===== src/rtl/sd_spi_pkg.sv =====
// Shared constants for the SD-card SPI master: register offsets, FSM encoding, STATUS bit positions.
package sd_spi_pkg;
    localparam int MAX_BITS = 32;
    localparam int NBITS_W  = 6;

    localparam logic [7:0] REG_TXDATA = 8'h00;
    localparam logic [7:0] REG_CTRL   = 8'h04;
    localparam logic [7:0] REG_STATUS = 8'h08;
    localparam logic [7:0] REG_DIV    = 8'h0C;
    localparam logic [7:0] REG_CS     = 8'h10;
    localparam logic [7:0] REG_IRQEN  = 8'h14;

    localparam int STAT_BUSY = 0;
    localparam int STAT_DONE = 1;

    typedef enum logic [1:0] {
        ST_IDLE = 2'd0,
        ST_LOW  = 2'd1,
        ST_HIGH = 2'd2,
        ST_FIN  = 2'd3
    } state_t;
endpackage


===== src/rtl/sd_spi_ctrl_if.sv =====
// APB2 slave bundle for sd_spi_ctrl; pready is always 1 (no wait states).
interface sd_spi_ctrl_if #(parameter int ADDR_W = 8);
    logic [ADDR_W-1:0] paddr;
    logic              psel;
    logic              penable;
    logic              pwrite;
    logic [31:0]       pwdata;
    logic [31:0]       prdata;
    logic              pready;

    modport master (output paddr, psel, penable, pwrite, pwdata, input prdata, pready);
    modport slave  (input paddr, psel, penable, pwrite, pwdata, output prdata, pready);
endinterface


===== src/rtl/sd_spi_clkdiv.sv =====
// SCK half-period divider: counts 0..div while enabled and pulses tc on the terminal count.
module sd_spi_clkdiv (
    input  logic       clk,
    input  logic       resetb,
    input  logic       en,
    input  logic       clr,
    input  logic [7:0] div,
    output logic       tc
);
    logic [7:0] cnt;

    assign tc = en && (cnt == div);

    always_ff @(posedge clk or negedge resetb) begin
        if (!resetb) begin
            cnt <= '0;
        end else if (clr || !en || tc) begin
            cnt <= '0;
        end else begin
            cnt <= cnt + 8'd1;
        end
    end
endmodule


===== src/rtl/sd_spi_ctrl.sv =====
// APB2 SPI master for the SD card: mode-0 SCK, MSB-first, 1..32 bit words, software-owned CS/OE.
// Optional transfer-done interrupt and IRQEN register at 0x14 when SD_SPI_IRQ_EN is defined.
//
// state | meaning
// IDLE  | waiting for a valid CTRL write
// LOW   | SCK low half-period, MOSI holds current bit
// HIGH  | SCK high half-period, MISO already sampled
// FIN   | one cycle: publish RXDATA, set done
module sd_spi_ctrl #(
    parameter int         ADDR_W    = 8,
    parameter logic [7:0] DIV_RESET = 8'd124,
    parameter int         MAX_BITS  = 32
) (
    input  logic         clk,
    input  logic         resetb,
    sd_spi_ctrl_if.slave apb,
    output logic         spi_sck,
    output logic         spi_mosi,
    input  logic         spi_miso,
    output logic         spi_cs_n,
    output logic         spi_oe,
    output logic         irq
);
    import sd_spi_pkg::*;

    state_t               state, state_nxt;
    logic [MAX_BITS-1:0]  txdata, tx_shift, rx_shift, rxdata, tx_aligned;
    logic [7:0]           div_val;
    logic [1:0]           cs_reg;
    logic [NBITS_W-1:0]   nbits_last, bitcnt, wr_nbits;
    logic                 done, busy, tc, start, nbits_ok;
    logic                 wr_en, rd_en, done_clr;
    logic                 wr_txdata, wr_ctrl, wr_status, wr_div, wr_cs;
    logic [31:0]          rd_data;

    assign wr_en     = apb.psel && apb.penable && apb.pwrite;
    assign rd_en     = apb.psel && apb.penable && !apb.pwrite;
    assign wr_txdata = wr_en && (apb.paddr == ADDR_W'(REG_TXDATA));
    assign wr_ctrl   = wr_en && (apb.paddr == ADDR_W'(REG_CTRL));
    assign wr_status = wr_en && (apb.paddr == ADDR_W'(REG_STATUS));
    assign wr_div    = wr_en && (apb.paddr == ADDR_W'(REG_DIV));
    assign wr_cs     = wr_en && (apb.paddr == ADDR_W'(REG_CS));

    assign wr_nbits   = apb.pwdata[NBITS_W-1:0];
    assign nbits_ok   = (wr_nbits != '0) && (wr_nbits <= NBITS_W'(MAX_BITS));
    assign busy       = (state != ST_IDLE);
    assign start      = wr_ctrl && nbits_ok && !busy;
    assign done_clr   = wr_status && apb.pwdata[STAT_DONE];
    // Left-align the word so MOSI always comes from the top bit of the shifter.
    assign tx_aligned = txdata << (NBITS_W'(MAX_BITS) - wr_nbits);

    sd_spi_clkdiv u_clkdiv (
        .clk    (clk),
        .resetb (resetb),
        .en     (busy),
        .clr    (start),
        .div    (div_val),
        .tc     (tc)
    );

    always_ff @(posedge clk or negedge resetb) begin
        if (!resetb) state <= ST_IDLE;
        else         state <= state_nxt;
    end

    always_comb begin
        state_nxt = state;
        case (state)
            ST_IDLE: if (start) state_nxt = ST_LOW;
            ST_LOW:  if (tc) state_nxt = ST_HIGH;
            ST_HIGH: if (tc) state_nxt = (bitcnt == NBITS_W'(1)) ? ST_FIN : ST_LOW;
            ST_FIN:  state_nxt = ST_IDLE;
            default: state_nxt = ST_IDLE;
        endcase
    end

    always_ff @(posedge clk or negedge resetb) begin
        if (!resetb) begin
            txdata     <= '0;
            div_val    <= DIV_RESET;
            cs_reg     <= '0;
            nbits_last <= '0;
            bitcnt     <= '0;
            tx_shift   <= '0;
            rx_shift   <= '0;
            rxdata     <= '0;
            spi_sck    <= 1'b0;
            spi_mosi   <= 1'b1;
            done       <= 1'b0;
        end else begin
            if (wr_txdata && !busy) txdata <= apb.pwdata[MAX_BITS-1:0];
            if (wr_div && !busy)    div_val <= apb.pwdata[7:0];
            if (wr_cs)              cs_reg <= apb.pwdata[1:0];

            if (start) begin
                nbits_last <= wr_nbits;
                bitcnt     <= wr_nbits;
                tx_shift   <= tx_aligned;
                rx_shift   <= '0;
                spi_mosi   <= tx_aligned[MAX_BITS-1];
            end

            case (state)
                ST_LOW: begin
                    if (tc) begin
                        spi_sck  <= 1'b1;
                        rx_shift <= {rx_shift[MAX_BITS-2:0], spi_miso};
                    end
                end
                ST_HIGH: begin
                    if (tc) begin
                        spi_sck <= 1'b0;
                        bitcnt  <= bitcnt - NBITS_W'(1);
                        if (bitcnt != NBITS_W'(1)) begin
                            tx_shift <= tx_shift << 1;
                            spi_mosi <= tx_shift[MAX_BITS-2];
                        end
                    end
                end
                ST_FIN: begin
                    rxdata   <= rx_shift;
                    spi_mosi <= 1'b1;
                end
                default: ;
            endcase

            // A completion in the same cycle as a W1C keeps done set.
            if (state == ST_FIN) done <= 1'b1;
            else if (done_clr)   done <= 1'b0;
        end
    end

    assign spi_cs_n = ~cs_reg[0];
    assign spi_oe   = cs_reg[1];

`ifdef SD_SPI_IRQ_EN
    logic irqen, irq_q;

    always_ff @(posedge clk or negedge resetb) begin
        if (!resetb) begin
            irqen <= 1'b0;
            irq_q <= 1'b0;
        end else begin
            if (wr_en && (apb.paddr == ADDR_W'(REG_IRQEN))) irqen <= apb.pwdata[0];
            irq_q <= done && irqen && !(done_clr && state != ST_FIN);
        end
    end

    assign irq = irq_q;
`else
    assign irq = 1'b0;
`endif

    always_comb begin
        rd_data = '1;
        case (apb.paddr)
            ADDR_W'(REG_TXDATA): rd_data = 32'(rxdata);
            ADDR_W'(REG_CTRL):   rd_data = 32'(nbits_last);
            ADDR_W'(REG_STATUS): rd_data = {30'd0, done, busy};
            ADDR_W'(REG_DIV):    rd_data = {24'd0, div_val};
            ADDR_W'(REG_CS):     rd_data = {30'd0, cs_reg};
`ifdef SD_SPI_IRQ_EN
            ADDR_W'(REG_IRQEN):  rd_data = {31'd0, irqen};
`endif
            default:             rd_data = '1;
        endcase
    end

    assign apb.prdata = rd_en ? rd_data : 32'd0;
    assign apb.pready = 1'b1;
endmodule


===== src/flat_wrapper.sv =====
// flat-port wrapper written by rule: the top's interface ports become plain ports
module sd_spi_ctrl_flat import sd_spi_pkg::*;
#(
    parameter int         ADDR_W    = 8,
    parameter logic [7:0] DIV_RESET = 8'd124,
    parameter int         MAX_BITS  = 32
)
  (clk, resetb, spi_sck, spi_mosi, spi_miso, spi_cs_n, spi_oe, irq, apb_paddr, apb_psel, apb_penable, apb_pwrite, apb_pwdata, apb_prdata, apb_pready);
  sd_spi_ctrl_if #(.ADDR_W(ADDR_W)) apb_i ();
  input  logic clk;
  input  logic resetb;
  output logic spi_sck;
  output logic spi_mosi;
  input  logic spi_miso;
  output logic spi_cs_n;
  output logic spi_oe;
  output logic irq;
  input wire logic [$bits(apb_i.paddr)-1:0] apb_paddr;
  input wire logic [$bits(apb_i.psel)-1:0] apb_psel;
  input wire logic [$bits(apb_i.penable)-1:0] apb_penable;
  input wire logic [$bits(apb_i.pwrite)-1:0] apb_pwrite;
  input wire logic [$bits(apb_i.pwdata)-1:0] apb_pwdata;
  output wire logic [$bits(apb_i.prdata)-1:0] apb_prdata;
  output wire logic [$bits(apb_i.pready)-1:0] apb_pready;
  assign apb_i.paddr = apb_paddr;
  assign apb_i.psel = apb_psel;
  assign apb_i.penable = apb_penable;
  assign apb_i.pwrite = apb_pwrite;
  assign apb_i.pwdata = apb_pwdata;
  assign apb_prdata = apb_i.prdata;
  assign apb_pready = apb_i.pready;
  sd_spi_ctrl #(.ADDR_W(ADDR_W), .DIV_RESET(DIV_RESET), .MAX_BITS(MAX_BITS)) u_core (.clk(clk), .resetb(resetb), .apb(apb_i), .spi_sck(spi_sck), .spi_mosi(spi_mosi), .spi_miso(spi_miso), .spi_cs_n(spi_cs_n), .spi_oe(spi_oe), .irq(irq));
endmodule

===== config.mk =====
export PLATFORM = sky130hd
export DESIGN_NAME = sd_spi_ctrl_flat
export DESIGN_NICKNAME = d
export VERILOG_FILES = /design/src/rtl/sd_spi_pkg.sv /design/src/rtl/sd_spi_ctrl_if.sv /design/src/rtl/sd_spi_clkdiv.sv /design/src/rtl/sd_spi_ctrl.sv /design/src/flat_wrapper.sv
export SDC_FILE = /design/constraint.sdc
export NUM_CORES = 1
export LEC_CHECK = 0
export CORE_MARGIN = 1
export CORE_UTILIZATION = 25
export DETAILED_ROUTE_END_ITERATION = 10
export GPL_TIMING_DRIVEN = 0
export SYNTH_ARGS = -nofsm -noshare
export SYNTH_HDL_FRONTEND = slang
export SYNTH_SLANG_ARGS = --single-unit

===== constraint.sdc =====
create_clock -name clk -period 2.6 [get_ports clk]
set_clock_uncertainty 0.15 [all_clocks]
set_input_delay 0.26 -clock clk [delete_from_list [all_inputs] [get_ports clk]]
set_output_delay 0.26 -clock clk [all_outputs]
set_load 0.01 [all_outputs]

# --- Word-level counts from Yosys, hierarchy flattened ---
# Cells that the tools add are included.
classes:
  n_mux: 27
  shift: 1
  magnitude_cmp: 1
  reduce_logical: 27
  n_bitwise: 1
  eq_ne: 13
  n_addsub: 3
op_table:
  columns: ["operator", "n"]
  rows:
  - ["32-bit 2-to-1 mux", 8]
  - ["32-bit one-hot mux with 5 select lines", 1]
  - ["32-bit by 6-bit << shifter with 32-bit output", 1]
  - ["6-bit 2-to-1 mux", 3]
  - ["8-bit by 4-bit equality test with 1-bit output, second input constant", 2]
  - ["1-bit logical AND", 15]
  - ["8-bit by 1-bit adder with 8-bit output, second input constant", 1]
  - ["8-bit by 3-bit equality test with 1-bit output, second input constant", 1]
  - ["8-bit by 5-bit equality test with 1-bit output, second input constant", 1]
  - ["8-bit equality test", 1]
  - ["8-bit zero test", 1]
  - ["2-bit 2-to-1 mux", 4]
  - ["8-bit 2-to-1 mux", 1]
  - ["2-bit one-hot mux with 4 select lines", 1]
  - ["1-bit 2-to-1 mux", 7]
  - ["6-bit by 1-bit equality test with 1-bit output, second input constant", 1]
  - ["6-bit less-or-equal comparator, second input constant", 1]
  - ["2-bit != test, second input constant", 3]
  - ["6-bit by 1-bit != test with 1-bit output, second input constant", 1]
  - ["3-bit AND reduction", 2]
  - ["2-bit nonzero test", 3]
  - ["6-bit nonzero test", 1]
  - ["6-bit by 1-bit subtractor with 6-bit output, second input constant", 1]
  - ["6-bit subtractor, first input constant", 1]
  - ["other kinds (7)", 11]
totals:
  inputBits: 46
  regBits: 163
  elab_cells: 86

# --- Depth between registers and ports, before layout ---
# Gate-level depths: netlist of run 1.
depth:
  ltp_word: 9
  depth_mapped: 14

# --- Hierarchy ---
# From an unflattened synthesis of run 1, not the netlist that was laid out.
unflattened:
  hier_cells: 856
  area_unflattened_um2: 8893.5
by_module_without_submodules:
  columns: ["module", "area_each_um2", "n_inst", "cells_each"]
  rows:
  - ["sd_spi_ctrl", 8421.8, 1, 810]
  - ["sd_spi_clkdiv", 471.7, 1, 46]

# --- Worst setup path after synthesis of run 1 ---
# OpenSTA, ideal clock, no wires.
synth_timing:
  path_kind: "input -> register"
  startpoint: "input apb_pwdata[0]"
  endpoint: "register u_core.tx_shift[29]"
  required_time_ns: 2.320
  stages: 13
  slack_ns: -0.395
  setup_ns: 0.130
  arrival_ns: 2.715
  path_cell_list: "buf_4 > buf_6 > inv_2 > buf_2 > ha_1 > buf_2 > buf_2 > buf_2 > mux4_2 > a21oi_1 > a21oi_1 > a222oi_1 > a21oi_1"
synth_between:
  elab_chain_cells: 8
  word_cells_on_any_way: 11
  cone_classes: "1 x add/sub; 1 x order compare; 1 x shift; 4 x mux; 4 x reduce/logical"
synth_rtl:
  columns: ["element", "line", "text"]
  rows:
  - ["from (decl)", "flat_wrapper.sv:22", "input wire logic [$bits(apb_i.pwdata)-1:0] apb_pwdata;"]
  - ["parallel branches: the longest is 4 deep, another holds 6-bit subtractor", null, null]
  - ["32-bit 2-to-1 mux *", "sd_spi_ctrl.sv:95", "if (start) begin"]
  - ["32-bit 2-to-1 mux", "sd_spi_ctrl.sv:114", "if (bitcnt != NBITS_W'(1)) begin"]
  - ["32-bit 2-to-1 mux", "sd_spi_ctrl.sv:111", "if (tc) begin"]
  - ["32-bit 2-to-1 mux *", "sd_spi_ctrl.sv:103", "case (state)"]
  - ["to (signal assigned)", "sd_spi_ctrl.sv:98", "tx_shift <= tx_aligned;"]
  - ["to (signal assigned)", "sd_spi_ctrl.sv:115", "tx_shift <= tx_shift << 1;"]
  - ["to (decl)", "sd_spi_ctrl.sv:27", "logic [MAX_BITS-1:0] txdata, tx_shift, rx_shift, rxdata, tx_aligned;"]
# Mark *: on every way between the ends.
# A chain may end at the register's enable or synchronous reset.

# --- Worst setup path after layout of run 1 ---
layout_timing:
  startpoint: "input apb_paddr[5]"
  endpoint: "output apb_prdata[7]"
layout_between:
  elab_chain_cells: 3
  word_cells_on_any_way: 7
  cone_classes: "4 x eq/ne; 2 x mux; 1 x reduce/logical"
layout_rtl:
  columns: ["element", "line", "text"]
  rows:
  - ["from (decl)", "flat_wrapper.sv:18", "input wire logic [$bits(apb_i.paddr)-1:0] apb_paddr;"]
  - ["8-bit by 5-bit equality test with 1-bit output, or another cell as far along", "sd_spi_ctrl.sv:156", "case (apb.paddr)"]
  - ["32-bit one-hot mux with 5 select lines *", "sd_spi_ctrl.sv:156", null]
  - ["32-bit 2-to-1 mux *", "sd_spi_ctrl.sv:169", "assign apb.prdata = rd_en ? rd_data : 32'd0;"]
  - ["to (decl)", "flat_wrapper.sv:23", "output wire logic [$bits(apb_i.prdata)-1:0] apb_prdata;"]
# Every way passes the cells marked *; elsewhere a longest branch is shown, timed or not.

==> impl_metrics.yaml, run 1 <==
worst_setup_path:
  reg2reg_slack_ns: 0.11
  crit_top_cell: "buf_4"
  timing.rr.start: "u_core.state[1]"
  cp_slowest_cell: "or4_4"
  path_cells: "clkdlybuf4s50_1 > or4_4 > buf_4 > nor2_4 > nand3_4 > buf_4 > nand2b_4 > a31oi_2 > buf_2"
  endpoint_kind: "primary output"
  start_kind: "primary input"
  reg2reg_depth: 7
  path_class: "primary input to primary output"
  cp_max_fo: 4
  cp_data_required_time_ns: 2.19
  r2r_end: "u_core.tx_shift[5]"
  critPathArrivalTime_ns: 2.15
  critPathMaxStageDelay_ns: 0.44
clock_network:
  cts_max_path_buffers: 2
  cts_inserted_buffers: 17
  htree_levels: 4
  clk_latency_ns: 0.44
  cts.sinks: 162
  path_clk_slew_ns: 0.06
  cts_tree: "built"
  root_buffer: "clkbuf_16"
worst_hold_path:
  whs_path_depth: 2
  min-delay-start: "apb_pwdata[2]"
  hp-class: "primary input to flip-flop"
  holdPathEnd: "u_core.txdata[2]"
floorplan:
  die_h_um: 192
  ioPinCount: 84
  rows: 69
  die_w_um: 192
  initial_core_util: 0.254
  dieArea_sq_um: 36800
  core_area_sq_um: 35600
synthesis:
  yosys_warnings: 0
  async_flop_share: 1.00
  synth_ff_type: "dfrtp_1"
  synthTopCellsByCount: "dfrtp_1, nand2_1, nor2_1"
  ys_types: 63
  synthTopCellsByArea: "dfrtp_1, mux2_1, nand2_1"
  netlist.area_leader.share: 0.433
  synth_top_area_cell: "dfrtp_1"
  syn_inst: 870
  syn-num-nets: 920
  yosysMostFrequentCell: "dfrtp_1"
  ys_seq_elements: 162
  synth_edf_count: 0
  syn_avg_cell_area_sq_um: 10.4
  netlist_area_sq_um: 9020
  ys_seq_area_frac: 0.450
timing:
  fin_crit_ns: 2.56
  finalSetupViolCount: 0
  post-route-period-util: 0.984
  relSlewSlack: 0.533
  hold_viol: 0
  fmax_mhz: 391
  drv_slew: 0
  worst_pin_slew_ns: 0.700
  fin_setup_tns_ns: 0
  rsz0062_at_grt: "yes"
cells_and_area:
  drive_gt1_frac: 0.248
  num-fill-cells: 3625
  fin_util: 0.322
  area_growth_syn_to_layout_pct: 27.0
  finalNetCount: 1045
  largestRegisters: "u_core.rx_shift (32), u_core.rxdata (32), u_core.txdata (32)"
detailed_routing:
  vias: 7270
  via_per_inst: 4.95
  wl_met3_um: 1250
  drtAntennaViolNets: 0
  drt_first_pass_iters: 5
  route.detailed.drc: 0
  detail_route.iter0.violations: 631
  top_layer: "met4"
  wl_per_cell_um: 16.7
  met2_length_um: 11800
  routed_wl_um: 24600
  drt-met1-wl_um: 10900
flow_run:
  maxCapViolCount: 0
global_routing:
  grt_pass1_wl_um: 39400
  antenna_found_initial: 1
  grt_pass1_vias: 7079
  grt_util_all_layers: 0.139
  overflow: 0
  grt_max_degree: 122
placed_design:
  place_congestion: 0.912
  hpwlAfterDp_um: 17600
  port_buffers: 77
pwr:
  p_per_area_nw_per_um2: 716
  cellLeakagePower_nw: 5.00
  swShare: 0.323
  p_comb_frac: 0.262
  pwr-share-clk: 0.315
  p_seq_frac: 0.422
  ir_drop_uv: 444
  power.switching_mw: 2.65
  power.internal_mw: 5.55
outcome:
  status: "complete, no violations"
[placed cells by master (no fill, tap or decap), types with 6 or more instances in the layout]
cell type        netlist  final
buf_4                  6     28
a31oi_1               20     17
mux2_2                39     38
buf_2                 21     40
nand3_1               19     18
clkbuf_1              27     12
o21ai_1               11     13
nand2_1              133    131
nor3_1                 8      6
mux2_1                46     43
buf_6                  8     13
inv_1                 12     11
clkdlybuf4s50_1        0     39
mux4_2                22     22
dfstp_2                6      6
a21oi_1               34     30
clkbuf_2               0     10
nor2_1                67     63
dfrtp_1              156    156
clkbuf_16              0     18
mux2i_1               39     38
o21ai_0               47     45
xor2_1                14     14
a2bb2oi_1              9      9
dlygate4sd2_1          0     10
o21a_1                26     26
[per-stage QoR]
step | hold WS (ns) | instance area [sq um] | instances | total power, mW | worst slack, ns
after global placement | 0.311 | 10400 | 1408 | 5.49 | -5.68
after CTS | 0.00499 | 11300 | 1456 | 8.15 | -0.0820
after global routing | 0.0132 | 11500 | 1470 | 8.66 | -0.0228
final | 0.0296 | 11500 | 1470 | 8.20 | 0.0429
after floorplan | -0.186 | 9100 | 870 | 4.84 | -0.0831
after detailed placement | 0.0260 | 10500 | 1409 | 5.54 | -0.975
[worst max path at each step]
stage	from	to	slack [ns]
floorplan	apb_pwdata[0]	u_core.tx_shift[29]	-0.08
global placement	resetb	u_core.rxdata[28]	-5.68
detailed placement	apb_pwdata[1]	u_core.tx_shift[28]	-0.97
CTS	apb_paddr[2]	apb_prdata[29]	-0.08
global route	apb_paddr[5]	apb_prdata[0]	-0.02
finish	apb_paddr[5]	apb_prdata[7]	0.04
[power by group through the flow]
| stage | Clock [mW] | Sequential, mW | Combinational, mW |
|---|---|---|---|
| 6_report | 2.59 | 3.46 | 2.15 |
| 5_1_grt | 2.75 | 3.54 | 2.38 |
| 4_1_cts | 2.63 | 3.47 | 2.05 |
| 3_5_place_dp | 0 | 3.51 | 2.03 |
| 3_3_place_gp | 0 | 3.51 | 1.98 |
| 2_1_floorplan | 0 | 3.39 | 1.45 |
[cell families (layout without fill, tap and decap cells)]
logic type                 count (synthesis)  count (layout)  synth area share
DFF                                      162             162             0.450
xor gates and xnor gates                  24              24            0.0266
and+or+nand+nor                          268             268             0.137
AOI/OAI and AO/OA                        184             184             0.130
muxes                                    146             146             0.204
buffers and inverters                     80             218            0.0454
other                                      2               3          0.000833
adders and majority gates                  4               4           0.00555
[cell type report]
type	instances	area, sq um	share of cell area
Antenna cell	1	2.50	0.000218
Timing Repair Buffer	107	936	0.0817
Inverter	13	51.3	0.00448
Buffer	66	472	0.0412
Clock buffer	19	453	0.0395
Tap cell	461	577	0.0504
Clock inverter	13	145	0.0127
Sequential cell	162	4060	0.355
Multi-Input combinational cell	628	4760	0.415
[timing repair]
action | in CTS | in global routing
resized for setup | 159 | 27
gates cloned | 2 | 0
setup endpoints to repair | 108 | 99
endpoints found under the hold margin | 42 | 0
pin swaps | 8 | 9
setup buffers | 12 | 13
hold buffers | 2 | 0
[per-layer routing]
layer,track usage,vias up
li1,-,3358
met2,0.219,240
met1,0.185,3624
met4,0.0595,0
met5,0,-
met3,0.0245,48
[worst max-delay path, delay by kind of cell]
kind | cells | cell delay [ns]
buf+inv | 4 | 0.91
compound gates | 1 | 0.11
simple gates | 4 | 0.86
No activity file was read; power rests on OpenSTA's default activity.
==> run 2: changes to the inputs <==
--- a/config.mk
+++ b/config.mk
@@ -6,7 +6,7 @@
 export NUM_CORES = 1
 export LEC_CHECK = 0
 export CORE_MARGIN = 1
-export CORE_UTILIZATION = 25
+export CORE_UTILIZATION = 35
 export DETAILED_ROUTE_END_ITERATION = 10
 export GPL_TIMING_DRIVEN = 0
 export SYNTH_ARGS = -nofsm -noshare
==> run 2 against run 1 <==
  * Sequential power is essentially flat
  * Fmax is 1.2% higher
  * Via count is 1.3% lower
  * Highest routed layer unchanged
  * Critical path depth rose by 4
  * Non-clock buffer count fell by 2
  * Final cell count decreased by 9.1%
  * Combinational power fell by 2%
  * Design area down 1.2%
  * Die area shrank 28%
  * Core utilization increased by 13 points
  * Flip-flop and latch count is the same
==> impl_metrics.yaml, run 2 (synthesis results as in run 1) <==
placed_design:
  port_buffers: 77
  hpwlAfterDp_um: 17200
  pre_cts_slack_ns: -0.946
  place_congestion: 0.928
detailed_routing:
  routed_wl_um: 24100
  wl_met3_um: 1120
  via_per_inst: 5.37
  drtAntennaViolNets: 0
  drt-met1-wl_um: 11300
  wl_per_cell_um: 18.1
  met2_length_um: 11500
  drt_first_pass_iters: 5
  route.detailed.drc: 0
  vias: 7177
  detail_route.iter0.violations: 552
  top_layer: "met4"
outcome:
  status: "complete, no violations"
worst_setup_path:
  worst-path-buf-inv: 7
  worst-path-stages: 13
  cp_slowest_cell: "mux4_2"
  critPathMaxStageDelay_ns: 0.36
  worstSetupStartpoint: "apb_pwdata[0]"
  critPathArrivalTime_ns: 2.69
  path_cells: "buf_12 > buf_12 > inv_4 > buf_8 > ha_4 > buf_6 > buf_2 > buf_4 > mux4_2 > mux2i_1 > mux2i_1 > a222oi_1 > a21oi_1"
  reg2reg_depth: 8
  crit_family: "buffers and inverters"
  start_kind: "primary input"
  r2r_end: "u_core.tx_shift[24]"
  reg2reg_slack_ns: 0.09
  endpoint_kind: "flip-flop"
  crit_path_end: "u_core.tx_shift[22]"
  cp_max_fo: 10
  cp_data_required_time_ns: 2.77
  path_class: "primary input to flip-flop"
  timing.rr.start: "u_core.div_val[2]"
cells_and_area:
  layout_commonest_cell: "dfrtp_1"
  drive_gt1_frac: 0.234
  finalNetCount: 1043
  area_growth_syn_to_layout_pct: 25.5
  insertedDiodeCount: 0
  largestRegisters: "u_core.rx_shift (32), u_core.rxdata (32), u_core.txdata (32)"
  final_cell_mix: "dfrtp_1, nand2_1, nor2_1"
  num-fill-cells: 2419
floorplan:
  die_w_um: 163
  ioPinCount: 84
  rows: 58
  dieArea_sq_um: 26400
  initial_core_util: 0.357
  die_h_um: 163
  core_area_sq_um: 25300
pwr:
  swShare: 0.344
  pwr-share-clk: 0.319
  p_comb_frac: 0.259
  power.internal_mw: 5.36
  power.switching_mw: 2.81
  cellLeakagePower_nw: 4.98
  finalPower_mw: 8.17
  p_seq_frac: 0.423
  p_per_area_nw_per_um2: 722
  ir_drop_uv: 531
global_routing:
  grt_util_all_layers: 0.193
  antenna_found_initial: 0
  grt_max_degree: 95
  overflow: 0
  grt_pass1_vias: 7034
  grt_pass1_wl_um: 39200
clock_network:
  root_buffer: "clkbuf_16"
  htree_levels: 4
  cts_max_path_buffers: 2
  cts_tree: "built"
  path_clk_slew_ns: 0.08
  clk_latency_ns: 0.43
  cts_inserted_buffers: 17
  cts.sinks: 162
timing:
  rsz0062_at_grt: "yes"
  drv_slew: 0
  finalSetupViolCount: 0
  fmax_mhz: 396
  worst_pin_slew_ns: 0.725
  fin_crit_ns: 2.53
  relSlewSlack: 0.517
  setup_ws_ns: 0.0740
  post-route-period-util: 0.972
  hold_viol: 0
flow_run:
  maxCapViolCount: 0
worst_hold_path:
  min-delay-start: "apb_pwdata[2]"
  hp-class: "primary input to flip-flop"
==> run 2: per-layer routing <==
layer	up-vias	GRT usage
met4	0	0.0489
met3	17	0.0328
met1	3619	0.273
met2	188	0.304
met5	-	0
li1	3353	-
==> run 2: stage by stage <==
stage	hold slack [ns]	area (sq um)	instances	utilization	setup TNS (ns)
after floorplan	-0.186	9100	870	-	-0.107
after global placement	0.313	10300	1277	0.407	-1000.94
after detailed placement	0.186	10300	1278	0.408	-74.88
after CTS	0.00240	11200	1325	0.442	0
after global routing	0.0151	11300	1336	0.448	-0.0127
final	0.0149	11300	1336	0.448	0
==> run 2: worst min-delay path by stage <==
stage / end / cells past startpoint
5_1_grt: u_core.div_val[2] / 2
6_report: u_core.div_val[2] / 2
4_1_cts: u_core.div_val[2] / 2
2_1_floorplan: u_core.bitcnt[0] / 0
3_5_place_dp: u_core.txdata[12] / 1
3_3_place_gp: u_core.nbits_last[2] / 2
==> run 2: repair_timing <==
item,CTS,global route
hold buffers,2,0
cloned,2,0
buffers inserted,12,11
gates resized for setup,121,33
endpoints found under the hold margin,88,0
setup endpoints to repair,74,94
pin swaps,8,7
==> run 2: layout make-up <==
| cell class | count | area (sq um) | share of cell area |
|---|---|---|---|
| timing repair buffer | 105 | 987 | 0.0872 |
| multi-input combinational | 628 | 4730 | 0.418 |
| buffer | 66 | 448 | 0.0396 |
| clock buffer | 17 | 425 | 0.0376 |
| sequential | 162 | 4060 | 0.359 |
| tap | 330 | 413 | 0.0365 |
| clock inverter | 15 | 194 | 0.0171 |
| inverter | 13 | 51.3 | 0.00453 |
==> run 2: power by group through the flow <==
| stage | clock network [mW] | registers (mW) | logic, mW |
|---|---|---|---|
| 2_1_floorplan | 0 | 3.39 | 1.45 |
| 3_3_place_gp | 0 | 3.49 | 1.98 |
| 3_5_place_dp | 0 | 3.49 | 2.03 |
| 4_1_cts | 2.66 | 3.45 | 2.05 |
| 5_1_grt | 2.77 | 3.53 | 2.36 |
| 6_report | 2.60 | 3.45 | 2.11 |
==> run 3: changes to the inputs <==
--- a/config.mk
+++ b/config.mk
@@ -6,9 +6,10 @@
 export NUM_CORES = 1
 export LEC_CHECK = 0
 export CORE_MARGIN = 1
-export CORE_UTILIZATION = 35
+export CORE_UTILIZATION = 58
 export DETAILED_ROUTE_END_ITERATION = 10
-export GPL_TIMING_DRIVEN = 0
+export PLACE_DENSITY = 0.81
 export SYNTH_ARGS = -nofsm -noshare
 export SYNTH_HDL_FRONTEND = slang
+export SYNTH_HIERARCHICAL = 1
 export SYNTH_SLANG_ARGS = --single-unit
==> run 3 against run 2 <==
  * The flow now finishes with violations (DRC, setup timing)
  * Global-route usage grew 14 points
  * Fmax shrank 5.6%
  * Sequential share of layout area shrank 2.8 points
  * Critical path type unchanged
  * Combinational power shrank 19%
  * Wire length grew 15%
  * Design area grew 8.6%
  * Largest cell class unchanged
  * Sequential power grew 8.1%
  * Flip-flop and latch count is the same
==> impl_metrics.yaml, run 3 <==
outcome:
  status: "finished, violations left"
  violations: "DRC, setup timing"
worst_setup_path:
  path_class: "primary input to flip-flop"
  start_kind: "primary input"
  endpoint_kind: "flip-flop"
  r2r_end: "u_core/tx_shift[11]"
  reg2reg_depth: 10
  cp_data_required_time_ns: 2.81
  critPathArrivalTime_ns: 2.89
  cp_max_fo: 6
  reg2reg_slack_ns: -0.05
  timing.rr.start: "u_core/u_clkdiv/cnt[1]"
clock_network:
  cts_max_path_buffers: 2
  cts.sinks: 162
  path_clk_slew_ns: 0.07
  htree_levels: 4
  cts_tree: "built"
  root_buffer: "clkbuf_16"
  cts_inserted_buffers: 17
  clk_latency_ns: 0.44
global_routing:
  grt_pass1_wl_um: 40600
  grt_util_met1: 0.460
  antenna_found_initial: 0
  grt_max_degree: 66
  grt_use_met3: 0.0658
  grt.met2_usage: 0.515
  overflow: 0
  grt_util_all_layers: 0.331
  grt.busiest_layer: "met2"
  grt_pass1_vias: 7746
worst_hold_path:
  min-delay-start: "apb_pwdata[1]"
  whs_path_depth: 3
  hp-class: "primary input to flip-flop"
  holdPathEnd: "u_core/cs_reg[1]"
placed_design:
  hpwlAfterDp_um: 16000
  pre_cts_slack_ns: -0.518
  place_area_sq_um: 10900
  place_congestion: 0.902
  port_buffers: 81
cells_and_area:
  insertedDiodeCount: 0
  final_cell_mix: "dfrtp_1, buf_4, nand2_1"
  fin_util: 0.833
  largestRegisters: "u_core/rx_shift (32), u_core/rxdata (32), u_core/txdata (32)"
  finalNetCount: 1126
  area_growth_syn_to_layout_pct: 38.2
  layout_commonest_cell: "dfrtp_1"
  stdcell_area_sq_um: 12300
  drive_gt1_frac: 0.380
  num-fill-cells: 778
timing:
  hold_viol: 0
  fmax_mhz: 374
  fin_setup_tns_ns: -0.302
  post-route-period-util: 1.03
  rsz0062_at_grt: "yes"
  setup_ws_ns: -0.0757
  relSlewSlack: 0.594
  finalSetupViolCount: 13
  hold_ws_ns: 0.152
  fin_crit_ns: 2.68
  drv_slew: 0
  worst_pin_slew_ns: 0.610
synthesis:
  ys_seq_area_frac: 0.457
  synth_ff_type: "dfrtp_1"
  syn-num-nets: 906
  synth_edf_count: 0
  synth_top_area_cell: "dfrtp_1"
  synthTopCellsByCount: "dfrtp_1, nand2_1, mux2_2"
  netlist_area_sq_um: 8890
  ys_types: 66
  netlist.area_leader.share: 0.439
  yosys_warnings: 6
  synthTopCellsByArea: "dfrtp_1, mux2_2, nand2_1"
  syn_avg_cell_area_sq_um: 10.4
  yosysMostFrequentCell: "dfrtp_1"
  async_flop_share: 1.00
  syn_inst: 856
  ys_seq_elements: 162
detailed_routing:
  routed_wl_um: 27700
  route.detailed.drc: 1
  wl_per_cell_um: 21.8
  drtAntennaViolNets: 0
  drt_first_pass_iters: 8
  via_per_inst: 6.40
  vias: 8144
  detail_route.iter0.violations: 718
floorplan:
  ioPinCount: 84
  core_area_sq_um: 14800
  initial_core_util: 0.603
  die_w_um: 126
  dieArea_sq_um: 15800
  die_h_um: 126
  rows: 44
pwr:
  cellLeakagePower_nw: 5.82
  ir_drop_uv: 516
  p_per_area_nw_per_um2: 647
flow_run:
  maxCapViolCount: 0
-- run 3: cell count changes after synthesis, sizes merged, moves of 6 or more --
| cell | change |
|---|---|
| a221oi | +9 |
| a2bb2oi | -9 |
| xnor2 | +7 |
| inv | -7 |
| a31oi | -11 |
| mux2 | -6 |
| xor2 | -8 |
| a21oi | +10 |
| o211ai | +8 |
| and3 | +17 |
| clkbuf | +10 |
| buf | -14 |
| nor2 | -13 |
-- run 3: cells by family (layout without fill, tap and decap cells) --
kind of cell / after synthesis / after routing / share of synthesized area
simple gates: 270 / 272 / 0.140
flops: 162 / 162 / 0.457
buf+inv: 70 / 301 / 0.0357
fa+ha+maj: 4 / 4 / 0.00563
mux: 139 / 139 / 0.201
other cells: 2 / 2 / 0.000844
compound gates: 186 / 186 / 0.136
xor+xnor: 23 / 23 / 0.0243
-- run 3: where the power goes --
| group | switching [mW] | leakage (nW) | internal, mW |
|---|---|---|---|
| clock network | 1.13 | 0.278 | 1.38 |
| registers | 0.550 | 2.07 | 3.18 |
| logic | 0.819 | 3.47 | 0.893 |
| total | 2.50 | 5.82 | 5.45 |
-- run 3: worst max path at each step --
stage                               end  cells past startpoint              start  slack (ns)
floorplan           u_core/tx_shift[29]                     14      apb_pwdata[0]       -0.25
global placement    u_core/tx_shift[29]                      9      apb_pwdata[1]       -0.40
detailed placement  u_core/tx_shift[29]                      9      apb_pwdata[1]       -0.52
CTS                 u_core/tx_shift[28]                     11  u_core/div_val[3]       -0.06
global route        u_core/tx_shift[28]                     11  u_core/div_val[3]       -0.16
finish              u_core/tx_shift[23]                     10      apb_pwdata[2]       -0.08
-- run 3: layout make-up --
cell class              count  area, sq um  area share
multi-input cells         626         4970       0.405
clock buffers              19          443      0.0360
clock inverters            13          144      0.0117
flip-flops and latches    162         4060       0.331
repair buffers            262         2400       0.195
well taps                 184          230      0.0187
inverters                   7         42.5     0.00346
-- run 3: stage by stage --
stage	cells	power (mW)
after floorplan	856	4.51
after CTS	1252	7.76
final	1273	7.95
after global placement	1197	5.08
after detailed placement	1197	5.17
after global routing	1273	8.32
-- run 3: timing repair --
action                     4_1_cts  5_1_grt
cloned                           4        5
pin swaps                       19       25
buffers inserted                18       18
gates resized for setup         80       90
hold endpoints to repair        59        0
setup endpoints to repair      101      104
hold buffers                     1        0
-- run 3: worst max-delay path, cell delays in order --
cell and delay, ns:
clkdlybuf4s50_1 0.48, buf_4 0.20, buf_12 0.14, nor3b_2 0.31, xnor2_1 0.33, buf_4 0.24, nand2_1 0.14, o21ai_0 0.40
o21ai_0 0.20, a21oi_1 0.18
-- run 3: routing by layer --
metal	share of wire	vias to the layer above
li1	-	3526
met1	0.39	4038
met2	0.48	452
met3	0.080	128
met4	0.045	0
met5	0	-
